--- src/rtl/spi_pkg.sv ---
// Shared definitions for spi_slave_mc: link states, SPI mode encodings and
// helpers that pick which SCLK edge samples MOSI and which one shifts MISO.
package spi_pkg;

  localparam logic [1:0] SPI_MODE0 = 2'b00;  // {CPOL, CPHA}
  localparam logic [1:0] SPI_MODE1 = 2'b01;
  localparam logic [1:0] SPI_MODE2 = 2'b10;
  localparam logic [1:0] SPI_MODE3 = 2'b11;

  typedef enum logic {
    LINK_IDLE = 1'b0,
    LINK_SEL  = 1'b1
  } link_state_t;

  function automatic int cs_w(input int num_cs);
    return (num_cs > 1) ? $clog2(num_cs) : 1;
  endfunction

  function automatic logic sample_on_rise(input logic [1:0] mode);
    return (mode == SPI_MODE0) || (mode == SPI_MODE3);
  endfunction

  function automatic logic shift_on_rise(input logic [1:0] mode);
    return (mode == SPI_MODE1) || (mode == SPI_MODE2);
  endfunction

endpackage

--- src/rtl/spi_slave_mc_sync.sv ---
// Two-flop synchroniser for one asynchronous SPI pin; a third flop provides
// registered rise/fall pulses aligned with the level output.
module spi_sync (
  input  logic clk,
  input  logic rst,
  input  logic din,
  output logic level,
  output logic rise,
  output logic fall
);

  logic [2:0] stg;

  always_ff @(posedge clk or posedge rst) begin
    if (rst) begin
      stg  <= '0;
      rise <= 1'b0;
      fall <= 1'b0;
    end else begin
      stg  <= {stg[1:0], din};
      rise <= stg[1] & ~stg[2];
      fall <= ~stg[1] & stg[2];
    end
  end

  assign level = stg[2];

endmodule

--- src/rtl/spi_slave_mc.sv ---
// spi_slave_mc: oversampling SPI slave with parametrised width, mode and chip selects.
// Define SPI_FRAME_ERR_EN to pulse frame_err when a chip select drops mid-word.
//
// state     | meaning
// LINK_IDLE | zero or several chip selects active; link ignored
// LINK_SEL  | exactly one chip select active; shifting enabled
module spi_slave_mc
  import spi_pkg::*;
#(
  parameter int DATA_W = 8,
  parameter int NUM_CS = 2,
  parameter bit CPOL = 1'b0,
  parameter bit CPHA = 1'b0,
  parameter logic [DATA_W-1:0] TX_IDLE = '0,
  localparam int CS_W = cs_w(NUM_CS)
) (
  input  logic              clk,
  input  logic              rst,
  input  logic              sclk,
  input  logic              mosi,
  input  logic [NUM_CS-1:0] cs_n,
  output logic              miso,
  output logic              miso_oe,
  output logic              rx_valid,
  output logic [DATA_W-1:0] rx_data,
  output logic [CS_W-1:0]   rx_cs,
  input  logic              tx_valid,
  input  logic [DATA_W-1:0] tx_data,
  output logic              tx_ready,
  output logic              tx_underrun,
  output logic              frame_err,
  output logic              busy
);

  localparam int CNT_W = $clog2(DATA_W);
  localparam logic [CNT_W-1:0] LAST_BIT = CNT_W'(DATA_W - 1);
  localparam bit SAMPLE_RISE = sample_on_rise({CPOL, CPHA});
  localparam bit SHIFT_RISE  = shift_on_rise({CPOL, CPHA});

  logic sclk_lvl, sclk_rise, sclk_fall;
  logic mosi_lvl, mosi_rise, mosi_fall;
  logic [NUM_CS-1:0] cs_act, cs_act_rise, cs_act_fall;

  spi_sync u_sync_sclk (.clk(clk), .rst(rst), .din(sclk), .level(sclk_lvl),
                        .rise(sclk_rise), .fall(sclk_fall));
  spi_sync u_sync_mosi (.clk(clk), .rst(rst), .din(mosi), .level(mosi_lvl),
                        .rise(mosi_rise), .fall(mosi_fall));

  // Chip selects are synchronised in active-high form so a reset sync chain reads as deselected.
  for (genvar i = 0; i < NUM_CS; i++) begin : g_cs
    spi_sync u_sync_cs (.clk(clk), .rst(rst), .din(~cs_n[i]), .level(cs_act[i]),
                        .rise(cs_act_rise[i]), .fall(cs_act_fall[i]));
  end

  logic sync_unused;
  assign sync_unused = ^{sclk_lvl, mosi_rise, mosi_fall, cs_act_rise, cs_act_fall};

  logic sel, sel_edge, desel_edge;
  logic [CS_W-1:0] cs_idx;
  logic sample_pulse, shift_pulse, load, accept;
  link_state_t state, state_nxt;

  assign sel          = $onehot(cs_act);
  assign sample_pulse = sel && (SAMPLE_RISE ? sclk_rise : sclk_fall);
  assign shift_pulse  = sel && (SHIFT_RISE ? sclk_rise : sclk_fall);

  always_comb begin
    cs_idx = '0;
    for (int i = 0; i < NUM_CS; i++) begin
      if (cs_act[i]) cs_idx = CS_W'(i);
    end
  end

  always_ff @(posedge clk or posedge rst) begin
    if (rst) state <= LINK_IDLE;
    else     state <= state_nxt;
  end

  always_comb begin
    state_nxt  = state;
    sel_edge   = 1'b0;
    desel_edge = 1'b0;
    case (state)
      LINK_IDLE: if (sel) begin
        state_nxt = LINK_SEL;
        sel_edge  = 1'b1;
      end
      LINK_SEL: if (!sel) begin
        state_nxt  = LINK_IDLE;
        desel_edge = 1'b1;
      end
      default: state_nxt = LINK_IDLE;
    endcase
  end

  logic [DATA_W-1:0] rx_shift, tx_shift, hold;
  logic [CNT_W-1:0]  bit_cnt;
  logic              hold_full;

  assign load     = (shift_pulse && (bit_cnt == '0)) || (!CPHA && sel_edge);
  assign tx_ready = ~hold_full;
  assign accept   = tx_valid && tx_ready;
  assign miso     = tx_shift[DATA_W-1];
  assign miso_oe  = sel;
  assign busy     = sel;

  always_ff @(posedge clk or posedge rst) begin
    if (rst) begin
      rx_shift    <= '0;
      rx_data     <= '0;
      rx_cs       <= '0;
      rx_valid    <= 1'b0;
      bit_cnt     <= '0;
      tx_shift    <= '0;
      tx_underrun <= 1'b0;
      hold        <= '0;
      hold_full   <= 1'b0;
    end else begin
      rx_valid    <= 1'b0;
      tx_underrun <= 1'b0;
      if (!sel) begin
        bit_cnt <= '0;
      end else if (sample_pulse) begin
        rx_shift <= {rx_shift[DATA_W-2:0], mosi_lvl};
        if (bit_cnt == LAST_BIT) begin
          rx_data  <= {rx_shift[DATA_W-2:0], mosi_lvl};
          rx_cs    <= cs_idx;
          rx_valid <= 1'b1;
          bit_cnt  <= '0;
        end else begin
          bit_cnt <= bit_cnt + 1'b1;
        end
      end
      // A word accepted in the same cycle as a load waits for the next load.
      if (load) begin
        if (hold_full) begin
          tx_shift <= hold;
        end else begin
          tx_shift    <= TX_IDLE;
          tx_underrun <= 1'b1;
        end
      end else if (shift_pulse) begin
        tx_shift <= {tx_shift[DATA_W-2:0], 1'b0};
      end
      if (accept) begin
        hold      <= tx_data;
        hold_full <= 1'b1;
      end else if (load) begin
        hold_full <= 1'b0;
      end
    end
  end

`ifdef SPI_FRAME_ERR_EN
  always_ff @(posedge clk or posedge rst) begin
    if (rst) frame_err <= 1'b0;
    else     frame_err <= desel_edge && (bit_cnt != '0);
  end
`else
  logic frame_unused;
  assign frame_unused = desel_edge;
  assign frame_err    = 1'b0;
`endif

endmodule

--- config.mk ---
export PLATFORM = sky130hd
export DESIGN_NAME = spi_slave_mc
export DESIGN_NICKNAME = d
export VERILOG_FILES = /design/src/rtl/spi_pkg.sv /design/src/rtl/spi_slave_mc_sync.sv /design/src/rtl/spi_slave_mc.sv
export SDC_FILE = /design/constraint.sdc
export NUM_CORES = 1
export LEC_CHECK = 0
export CELL_PAD_IN_SITES_DETAIL_PLACEMENT = 0
export CELL_PAD_IN_SITES_GLOBAL_PLACEMENT = 2
export CORE_MARGIN = 3
export CORE_UTILIZATION = 40
export DETAILED_ROUTE_END_ITERATION = 12
export PLACE_DENSITY_LB_ADDON = 0.1
export SKIP_CTS_REPAIR_TIMING = 1
export SLEW_MARGIN = 20
export SYNTH_ARGS = -nofsm -noshare
export SYNTH_HDL_FRONTEND = slang
export SYNTH_SLANG_ARGS = --single-unit
--- constraint.sdc ---
create_clock -name clk -period 3.8 [get_ports clk]
set_clock_uncertainty 0.1 [all_clocks]
set_input_delay 0.57 -clock clk [delete_from_list [all_inputs] [get_ports clk]]
set_output_delay 0.57 -clock clk [all_outputs]
set_load 0.01 [all_outputs]
# Yosys cells after proc, flatten, opt, wreduce, memory -nomap -nowiden
# Index checks and enable logic that the tools add are counted.
[word_totals]
reg_bits = 53
word_cells = 54
output_inout_bits = 16
[op_classes]
n_reduce_logical = 10
n_eq_ne = 3
bitwise_logic = 7
add_sub_neg = 2
muxes = 16
[ops]
columns = ["operator", "n"]
rows = [
  ["8-bit two-way mux", 3],
  ["1-bit two-way mux", 10],
  ["3-bit two-way mux", 3],
  ["1-bit NOT", 5],
  ["1-bit logical AND", 4],
  ["2-bit nonzero test", 2],
  ["3-bit by 1-bit adder with 3-bit output, second input constant", 1],
  ["3-bit equality test, second input constant", 1],
  ["3-bit zero test", 1],
  ["3-bit AND reduction", 1],
  ["1-bit by 1-bit adder with 2-bit output", 1],
  ["1-bit AND", 2],
  ["2-bit by 1-bit equality test with 1-bit output, second input constant", 1],
  ["2-bit by 1-bit inequality test with 1-bit output, second input constant", 1],
  ["2-bit AND reduction", 1],
  ["1-bit logical OR", 1],
]

# Longest topological paths before layout
[depth]
depth_word = 7
ltp_mapped = 7
ltp_nobuf = 5

# Hierarchy
# A second synthesis with hierarchy kept.
[hier_totals]
hier_cells = 167
hier_area_um2 = 2323.5
[modules_own_cells]
columns = ["module", "instances", "area_each_um2", "seq_area_each_um2", "cells_per_inst"]
rows = [
  ["spi_slave_mc", 1, 1747.9, 975.9, 135],
  ["spi_sync", 4, 143.9, 125.1, 8],
]

# Worst setup path after synthesis
# No wires, ideal clock.
[synth_path]
path_type = "register to output"
from = "register g_cs[1].u_sync_cs.stg[2]"
to = "output miso_oe"
path_stages_with_launch = 4
setup_slack_ps = 2175
required_ps = 3130
n_path_buf = 1
arrival_time_ps = 955
path_cell_list = "dfrtp_1 -> xnor2_2 -> inv_2 -> buf_4"
[synth_between]
elab_chain_len = 2
[synth_rtl]
columns = ["item", "line", "rtl"]
rows = [
  ["from (decl)", "spi_slave_mc_sync.sv:12", "logic [2:0] stg;"],
  ["from (signal assigned)", "spi_slave_mc_sync.sv:20", "stg <= {stg[1:0], din};"],
  ["1-bit by 1-bit adder with 2-bit output (implied by the code)", "spi_slave_mc.sv:63", "assign sel = $onehot(cs_act);"],
  ["2-bit by 1-bit equality test with 1-bit output", "spi_slave_mc.sv:63", ""],
  ["to (decl)", "spi_slave_mc.sv:23", "output logic miso_oe,"],
]
# Every way passes these cells.

# Worst setup path in the final report
# Same ends and word-level chain as after synthesis.

==> results.yml <==
power_and_ir_drop:
  ir_drop_v: 0.0002760
  sw_frac_of_total: 0.2623
  p_int_mw: 1.031
  pwr-share-clk: 0.270
  p_comb_frac: 0.181
  power_density_nw_per_um2: 555.5
  p_seq_frac: 0.549
  netSwitchingPower_mw: 0.3664
  leakagePower_nw: 1.135
floorplanning:
  fp.dieW_um: 78.64
  num_rows: 25
  core_um2: 4911
  die-area_um2: 6184
  ioPinCount: 31
  die_h_um: 78.64
  initial_core_util: 0.4298
clocking:
  cts_root_buf: "clkbuf_8"
  clock_path_buffers: 2
  path_clk_slew_ns: 0.09
  cts_buffers: 5
  clkSinkCount: 53
  cts_tree: "yes"
  htreeDepth: 2
  insertion_delay_ns: 0.30
place:
  numPortBuffers: 29
  preCtsSetupSlack_ns: 1.477
  hpwlAfterDp_mm: 2.405
  gp_congestion: 0.6774
sta:
  max_freq_ghz: 0.3787
  hold_violations: 0
  fin_setup_tns_ns: 0
  finalCriticalPeriod_ns: 2.641
  grt_setup_unrepaired: "no"
  holdWs_ns: 0.2568
  max_slew.worst_pin.slew_ns: 0.9137
  slew_headroom: 0.3909
  period_share: 0.6950
  setup_violations: 0
  slew_viol_final: 0
  finalWorstSetupSlack_ns: 1.159
global_routing:
  antenna_found_initial: 0
  grt_max_degree: 54
  grt.overflow.total: 0
  grt_pass1_wl_mm: 6.306
  grtUsageTotal: 0.1303
  first_global_vias: 1232
synth:
  synth-simple-area-share: 0.05928
  synthAdderAreaFrac: 0.01778
  netlist_area_um2: 2111
  synth_seq_cells: 53
  synth_commonest_cells: "dfrtp_1, mux2_2, nand2_1, a21oi_1"
  synth_top_family_by_area: "multiplexers"
  yosysSeqAreaShare: 0.6283
  synthArstFlopShare: 1.000
  muxShareOfSynthArea: 0.1476
  ys.flop_type: "dfrtp_1"
  synth_edf_count: 0
  synth_most_common_cell: "dfrtp_1"
  netlist-cell-type-count: 24
  synth_compound_area_frac: 0.08417
  synth.top_cell.area_share: 0.6283
  synthXorXnorAreaFrac: 0.007706
  synth.area.top_cells: "dfrtp_1, mux2_2, a311o_1"
  netlist_instances: 151
  avgSynthCellArea_um2: 13.98
  synth_nets: 169
  yosys_warnings: 0
  yosys.area.top_type: "dfrtp_1"
critical_path:
  startpoint_type: "flop"
  critical_path_arrival_ns: 1.97
  crit_type: "flop to output pin"
  critPathCaptureType: "output pin"
  required_ns: 3.13
  reg2regPathDepth: 3
  crit_path_max_fanout: 12
routing:
  wl_per_cell_um: 14.44
  finalWirelength_mm: 3.523
  drc: 0
  postRouteAntennaNets: 0
  first_iter_violations: 49
  vias: 1227
  viasPerCell: 5.029
  drt_pre_antenna_iters: 4
min_path:
  hp-class: "flop to flop"
  min_delay_path_depth: 0
final_layout:
  num_antenna_cells: 0
  syn_to_final_growth_pct: 19.15
  drive_gt1_frac: 0.2147
  nets: 194
flow_run:
  maxCapViolCount: 0
status:
  status: "complete, no violations"
[power groups by stage]
stage               registers [mW]  logic, mW  clock network, mW
floorplan                    0.745      0.213                  0
global placement             0.772      0.248                  0
detailed placement           0.779      0.255                  0
CTS                          0.767      0.256              0.390
global route                 0.786      0.283              0.414
finish                       0.767      0.253              0.377
[state kept, by name (all words and copies together), names as in the netlist, 3 cells and up]
signal,cells
bit_cnt,3
g_cs.u_sync_cs.stg,6
hold,8
rx_data,8
rx_shift,7
tx_shift,8
u_sync_mosi.stg,3
u_sync_sclk.stg,3
[path summary, 6_finish.rpt]
| path | start | to | slack (ns) |
|---|---|---|---|
| worst max-delay path | g_cs[1].u_sync_cs.stg[2] | miso_oe | 1.16 |
| worst min-delay path | g_cs[0].u_sync_cs.stg[1] | g_cs[0].u_sync_cs.stg[2] | 0.26 |
| worst max register to register | state | tx_shift[0] | 1.84 |
| worst min register to register | g_cs[0].u_sync_cs.stg[1] | g_cs[0].u_sync_cs.stg[2] | 0.26 |
| max in group asynchronous | rst | rx_shift[2] | 2.42 |
| min in group asynchronous | rst | hold[7] | 0.64 |
[kinds of logic (layout without fill, tap and decap cells)]
kind of cell,after synthesis,after routing
other,1,1
buffers and inverters,19,45
XOR/XNOR,1,1
AND/OR/NAND/NOR,23,23
adder cells (fa/ha/maj),3,3
flip-flops,53,53
AO/OA/AOI/OAI,23,23
multiplexers,28,28
[cell type report]
cell class | count | area, um^2
fillers | 433 | 2396
flip-flops and latches | 53 | 1326
multi-input cells | 79 | 671.9
repair buffers | 29 | 290.3
well taps | 67 | 83.83
clock buffers | 6 | 72.57
clock inverters | 2 | 38.79
inverters | 8 | 31.28
[routing by layer]
| layer | part of all wire | up-vias | global-route usage |
|---|---|---|---|
| met5 | 0 | - | 0 |
| met4 | 0.016 | 0 | 0.05245 |
| met3 | 0.057 | 7 | 0.03670 |
| met1 | 0.49 | 611 | 0.1912 |
| met2 | 0.44 | 35 | 0.1808 |
| li1 | - | 574 | - |
[worst max-delay path: stages (launching register included)]
cell and delay (ns):
dfrtp_1 0.42, xnor2_2 0.56, inv_2 0.17, clkdlybuf4s50_1 0.52
[metrics by stage]
| step | util | area, um^2 | std cells | power, mW |
|---|---|---|---|---|
| 4_1_cts | 0.5118 | 2514 | 244 | 1.413 |
| 2_1_floorplan | - | 2111 | 151 | 0.9574 |
| 5_1_grt | 0.5121 | 2515 | 244 | 1.483 |
| 3_5_place_dp | 0.4892 | 2402 | 236 | 1.033 |
| 6_report | 0.5121 | 2515 | 244 | 1.397 |
| 3_3_place_gp | 0.4892 | 2402 | 236 | 1.020 |
[cells in the final DEF (no fill, tap or decap)]
cell,instances
a21oi_1,8
a311o_1,7
a31oi_1,1
and3_1,1
bufinv_16,1
clkbuf_1,1
clkbuf_8,5
clkdlybuf4s50_1,29
clkinv_2,1
clkinv_4,1
conb_1,1
dfrtp_1,53
ha_1,3
inv_1,6
inv_2,1
mux2_2,25
mux2i_1,3
nand2_1,9
nand2_2,1
nand2b_1,1
nand3_4,1
nor2_1,5
nor2_4,1
nor2b_1,4
o22a_1,7
xnor2_2,1
No activity file was read; power rests on OpenSTA's default activity.
